### src/rtl/vga_sync_gen.sv
// vga_sync_gen: 640x480@60 VGA timing generator.
// A clock divider makes the pixel enable; one horizontal/vertical counter pair
// produces the pixel coordinate, and the sync and blanking flags are
// registered from the counters' next-state values. This keeps every output
// aligned to the same pixel.
module vga_sync_gen #(
  parameter int CLK_DIV   = 4,
  parameter int H_DISPLAY = 640,
  parameter int H_FRONT   = 16,
  parameter int H_SYNC    = 96,
  parameter int H_BACK    = 48,
  parameter int V_DISPLAY = 480,
  parameter int V_FRONT   = 10,
  parameter int V_SYNC    = 2,
  parameter int V_BACK    = 33
) (
  input  logic       clk,
  input  logic       rst,
  output logic       p_tick,
  output logic [9:0] pixel_x,
  output logic [9:0] pixel_y,
  output logic       video_on,
  output logic       hsync,
  output logic       vsync,
  output logic       line_end,
  output logic       frame_end
);

  // Both totals must fit the 10-bit coordinate registers (<= 1024).
  localparam int H_TOTAL  = H_DISPLAY + H_FRONT + H_SYNC + H_BACK;
  localparam int V_TOTAL  = V_DISPLAY + V_FRONT + V_SYNC + V_BACK;
  localparam int HS_START = H_DISPLAY + H_FRONT;
  localparam int HS_END   = HS_START + H_SYNC - 1;
  localparam int VS_START = V_DISPLAY + V_FRONT;
  localparam int VS_END   = VS_START + V_SYNC - 1;
  localparam int DIV_W    = (CLK_DIV > 1) ? $clog2(CLK_DIV) : 1;

  logic [DIV_W-1:0] div;
  logic [9:0]       h_next;
  logic [9:0]       v_next;
  logic             h_last;
  logic             v_last;

  // Inclusive range test used for the sync pulse windows.
  function automatic logic in_window(input logic [9:0] val, input int lo, input int hi);
    return (int'(val) >= lo) && (int'(val) <= hi);
  endfunction

  assign p_tick    = (div == DIV_W'(CLK_DIV - 1));
  assign h_last    = (pixel_x == 10'(H_TOTAL - 1));
  assign v_last    = (pixel_y == 10'(V_TOTAL - 1));
  assign line_end  = p_tick && h_last;
  assign frame_end = line_end && v_last;

  // Pixel enable divider: wraps after CLK_DIV clocks.
  always_ff @(posedge clk) begin
    if (rst) begin
      div <= '0;
    end else if (p_tick) begin
      div <= '0;
    end else begin
      div <= div + DIV_W'(1);
    end
  end

  // Next coordinate: advance on a tick, carry into the line count at line end.
  always_comb begin
    h_next = pixel_x;
    v_next = pixel_y;
    if (p_tick) begin
      if (h_last) begin
        h_next = '0;
        v_next = v_last ? '0 : pixel_y + 10'd1;
      end else begin
        h_next = pixel_x + 10'd1;
      end
    end
  end

  // Coordinate registers plus flags decoded from the next coordinate so that
  // the flags change on the same edge as pixel_x/pixel_y.
  always_ff @(posedge clk) begin
    if (rst) begin
      pixel_x  <= '0;
      pixel_y  <= '0;
      hsync    <= 1'b1;
      vsync    <= 1'b1;
      video_on <= 1'b0;
    end else begin
      pixel_x  <= h_next;
      pixel_y  <= v_next;
      hsync    <= !in_window(h_next, HS_START, HS_END);
      vsync    <= !in_window(v_next, VS_START, VS_END);
      video_on <= (h_next < 10'(H_DISPLAY)) && (v_next < 10'(V_DISPLAY));
    end
  end

endmodule

### config.mk
export PLATFORM = sky130hd
export DESIGN_NAME = vga_sync_gen
export DESIGN_NICKNAME = d
export VERILOG_FILES = /design/src/rtl/vga_sync_gen.sv
export SDC_FILE = /design/constraint.sdc
export NUM_CORES = 1
export LEC_CHECK = 0
export ABC_CLOCK_PERIOD_IN_PS = 5000
export CORE_MARGIN = 10
export CORE_UTILIZATION = 42
export DETAILED_ROUTE_END_ITERATION = 12
export PLACE_DENSITY = 0.66
export SYNTH_ARGS = -nofsm -noshare
export SYNTH_HDL_FRONTEND = slang
export SYNTH_SLANG_ARGS = --single-unit
export TNS_END_PERCENT = 50
### constraint.sdc
create_clock -name clk -period 5 [get_ports clk]
set_input_delay 0.5 -clock clk [delete_from_list [all_inputs] [get_ports clk]]
set_output_delay 0.5 -clock clk [all_outputs]
set_load 0.01 [all_outputs]
==> results.rst <==
.. list-table::
   :header-rows: 1

   * - Metric
     - Value
   * - Mean Syn Cell Area
     - between 8 and 9 um2
   * - Maximum operating frequency
     - 308.5 MHz
   * - Clock Latency Late Sink
     - 0.31 ns
   * - Utilization of the core after routing
     - 0.5440
   * - Setup repair after global routing missed its margin
     - no
   * - Most frequent standard cell in the layout excluding fill and tap cells
     - sky130_fd_sc_hd__clkdlybuf4s50_1
   * - Post-synthesis simple-gate area fraction
     - 0.3418
   * - TritonCTS clock tree
     - yes
   * - Power Dens Cells
     - around 180 nW/um2
   * - Routed wirelength normalized by instance count
     - roughly 15 um
   * - Drt drc
     - 0
   * - Total number of vias
     - approximately 1300
   * - Number of resized instances in the post-cts repair step
     - 0
   * - Worst slew slack as a fraction of its limit
     - 0.5016
   * - Final number of max-transition violations
     - 0
   * - Top cells by area, synth
     - sky130_fd_sc_hd__dfxtp_1 36%, sky130_fd_sc_hd__nor2_1 4.9%, sky130_fd_sc_hd__nand3_1 4.0%, sky130_fd_sc_hd__ha_1 3.6%, sky130_fd_sc_hd__xor2_1 3.2%
   * - Diodes inserted
     - 0
   * - Clock Skew
     - around 0.007 ns
   * - WS Path Type
     - reg2out
   * - Die H
     - approximately 77 um
   * - Number of hold-slack violations in the final timing report
     - 0
   * - I/O pin cnt
     - 28
   * - Outcome
     - finished, final reports clean
   * - Post-detailed-routing wire length
     - roughly 3.5 mm
   * - Post-synthesis xor/xnor area fraction
     - 0.05696
   * - Bufs on Longest Clock Path
     - 2
   * - Startpoint type of the worst setup path
     - register
   * - Initial cell density of the core
     - 0.4460
   * - Core outline area
     - 3103 um2
   * - Compound-cell area share of the yosys netlist
     - 0.1429
   * - Seq/Total Area, Yosys
     - 0.3617
   * - All-Layer GR Usage
     - 0.1128
   * - Post-CTS setup buffer count
     - 0
   * - Number of antenna violations at the first check in global routing
     - 0
   * - Routability-driven placement congestion ratio
     - 0.9119
   * - Number of synthesized register bits
     - 25
   * - Unique masters post-synth
     - 47
   * - Hold/Removal Path Class
     - reg2reg
   * - Clock transition at the registers of the reported paths
     - about 0.13 ns
   * - IO Port Bufs
     - 27
   * - Synth Cell Area
     - 1384 um2
   * - Hold buffer count at CTS
     - 0
   * - Combinational Power Share
     - 0.050
   * - Pre-CTS setup slack
     - between 2 and 2.5 ns
   * - Commonest cells after routing, fill and taps aside
     - 27 x sky130_fd_sc_hd__clkdlybuf4s50_1, 25 x sky130_fd_sc_hd__dfxtp_1, 18 x sky130_fd_sc_hd__nor2_1, 11 x sky130_fd_sc_hd__nand2_1, 11 x sky130_fd_sc_hd__nand3_1
   * - TritonCTS sink count
     - 25
   * - TritonRoute pass-1 iters
     - 4
   * - Maximum number of pins on one net before global-route repair
     - 22
   * - Number of global-route vias before repair
     - around 1200
   * - Switching pwr
     - 66.16 uW
   * - Filler cell count in the final layout
     - between 300 and 400
   * - DP Wirelength
     - between 2 and 3 mm
   * - Syn-to-layout area delta
     - 21.97%
   * - Final TNS setup
     - 0 ns
   * - Number of failing setup endpoints in the final timing report
     - 0
   * - Max-Cap Viols
     - 0
   * - Largest fanout on the critical path
     - 15
   * - Final worst-path cycle share
     - 0.6482
   * - Number of synthesized flops with an enable pin
     - 0
   * - Async S/R FF share, synth
     - 0
   * - Warnings, synthesis
     - 0
   * - Number of DRC markers in iteration 0
     - 129
   * - Required time of the critical path
     - around 4.5 ns
   * - Number of nets in the final layout
     - roughly 190
   * - Die area
     - ~6000 um2
   * - CTS Root Cell
     - sky130_fd_sc_hd__clkbuf_4
   * - Multiplexer fraction of the synthesized cell area
     - 0.007233
   * - Arithmetic-cell share of the synthesized area counting full adders, half adders and majority gates
     - 0.03617
   * - Setup slack of the critical path after layout
     - between 1.5 and 2 ns
   * - Reg power frac
     - 0.664
   * - Total internal power
     - ~240 uW
   * - Global-route wire length before repair
     - ~5.8 mm
   * - Final Cell Area
     - approximately 1700 um2
   * - DIE WIDTH
     - 77.40 um
   * - Count of nets left with antenna violations after detail routing
     - 0
   * - Crit path arrival time
     - roughly 2.7 ns
   * - Switching power share of the total
     - 0.2154
   * - Maximum level of the CTS H-tree
     - 1
   * - Leakage
     - 0.5855 nW
   * - Max rail drop VDD
     - between 0.00015 and 0.0002 V
   * - Overflow left after global routing
     - 0
   * - Num CTS Buffers
     - 3
   * - Instance area after placement
     - ~1700 um2
   * - Syn_nets
     - 171
   * - Largest family of logic cells by synthesized area
     - simple AND/OR/NAND/NOR gates
   * - Reg2Reg Setup Slack
     - roughly 2.4 ns
   * - Final Instance Count excl. Fillers
     - roughly 230
   * - Slew of the pin with the lowest slew margin
     - ~0.75 ns
   * - Share of the synthesized area in the top cell type
     - 0.3617
   * - Fraction of layout instances using a drive strength above 1
     - 0.05348
   * - Average via count per standard cell
     - between 5 and 6
   * - Most used DFF post-synth
     - sky130_fd_sc_hd__dfxtp_1
   * - Post-synthesis instance total
     - about 170
   * - Area leader, netlist
     - sky130_fd_sc_hd__dfxtp_1
   * - Placed Cells incl. Taps
     - roughly 230
   * - Std-Cell Rows
     - 20
   * - Critical path endpoint category
     - output port
   * - Minimum period implied by the final worst setup slack
     - 3.241 ns
   * - Fraction of power consumed by the clock network
     - 0.286
synthesized netlist by cell type, drive strengths merged, types with 4 or more instances:
cell    instances
o21ai           5
nand2          11
nor3            6
nand4           7
nand3          11
a21oi           5
or3             4
xor2            5
and3            6
inv             7
nor2           18
xnor2           4
buf             5
ha              4
dfxtp          25
clkbuf          4
metrics by stage:
step	total power, mW	hold slack, ns
floorplan	0.2177	0.4043
global route	0.3215	0.4569
detailed placement	0.2236	0.4222
finish	0.3072	0.4345
global placement	0.2233	0.4122
CTS	0.3096	0.4396
critical path: stages (launching register included):
cell and delay, ns:
sky130_fd_sc_hd__dfxtp_1 0.35, sky130_fd_sc_hd__ha_1 0.32, sky130_fd_sc_hd__and2_1 0.32, sky130_fd_sc_hd__nand4_2 0.35, sky130_fd_sc_hd__inv_1 0.46, sky130_fd_sc_hd__clkdlybuf4s50_1 0.63
metal layers:
metal  GRT usage  wire length (um)  up-vias
met3     0.04608               297        2
met2      0.1739              1543       38
li1            -                 -      648
met5           0                 0        -
met1      0.1449              1595      583
met4     0.02190                21        0
registers in the layout, indices dropped and copies added, names as in the netlist:
| signal | count |
|---|---|
| pixel_x | 10 |
| pixel_y | 10 |
| div | 2 |
| hsync | 1 |
| video_on | 1 |
| vsync | 1 |
logic make-up (layout without fill, tap and decap cells):
logic type | after synthesis | count (layout)
flip-flops | 25 | 25
XOR/XNOR | 9 | 9
multiplexers | 1 | 1
AND/OR/NAND/NOR | 82 | 82
AO/OA/AOI/OAI | 28 | 28
adder cells (fa/ha/maj) | 4 | 4
buffers and inverters | 16 | 38
power groups by stage:
stage	sequential, mW	clock [mW]	combinational [mW]
5_1_grt	0.204	0.0996	0.0174
3_5_place_dp	0.208	0	0.0152
3_3_place_gp	0.208	0	0.0151
6_report	0.204	0.0880	0.0152
2_1_floorplan	0.209	0	0.00900
4_1_cts	0.204	0.0902	0.0153
final cells by class:
type	count	area, um2	area share
clock buffers	4	26.28	0.01557
well taps	44	55.05	0.03262
inverters	7	26.28	0.01557
repair buffers	27	270.3	0.1601
multi-input cells	124	809.5	0.4796
flip-flops and latches	25	500.5	0.2965
worst paths after layout:
check / startpoint / to / cells after the start
worst min register to register: div[0]$_SDFF_PP0_ / div[0]$_SDFF_PP0_ / 1
worst max register to register: div[0]$_SDFF_PP0_ / vsync$_SDFF_PP1_ / 7
worst max-delay path: div[0]$_SDFF_PP0_ / line_end / 5
worst min-delay path: div[0]$_SDFF_PP0_ / div[0]$_SDFF_PP0_ / 1
Note: power is estimated with default switching activity, not from simulation.
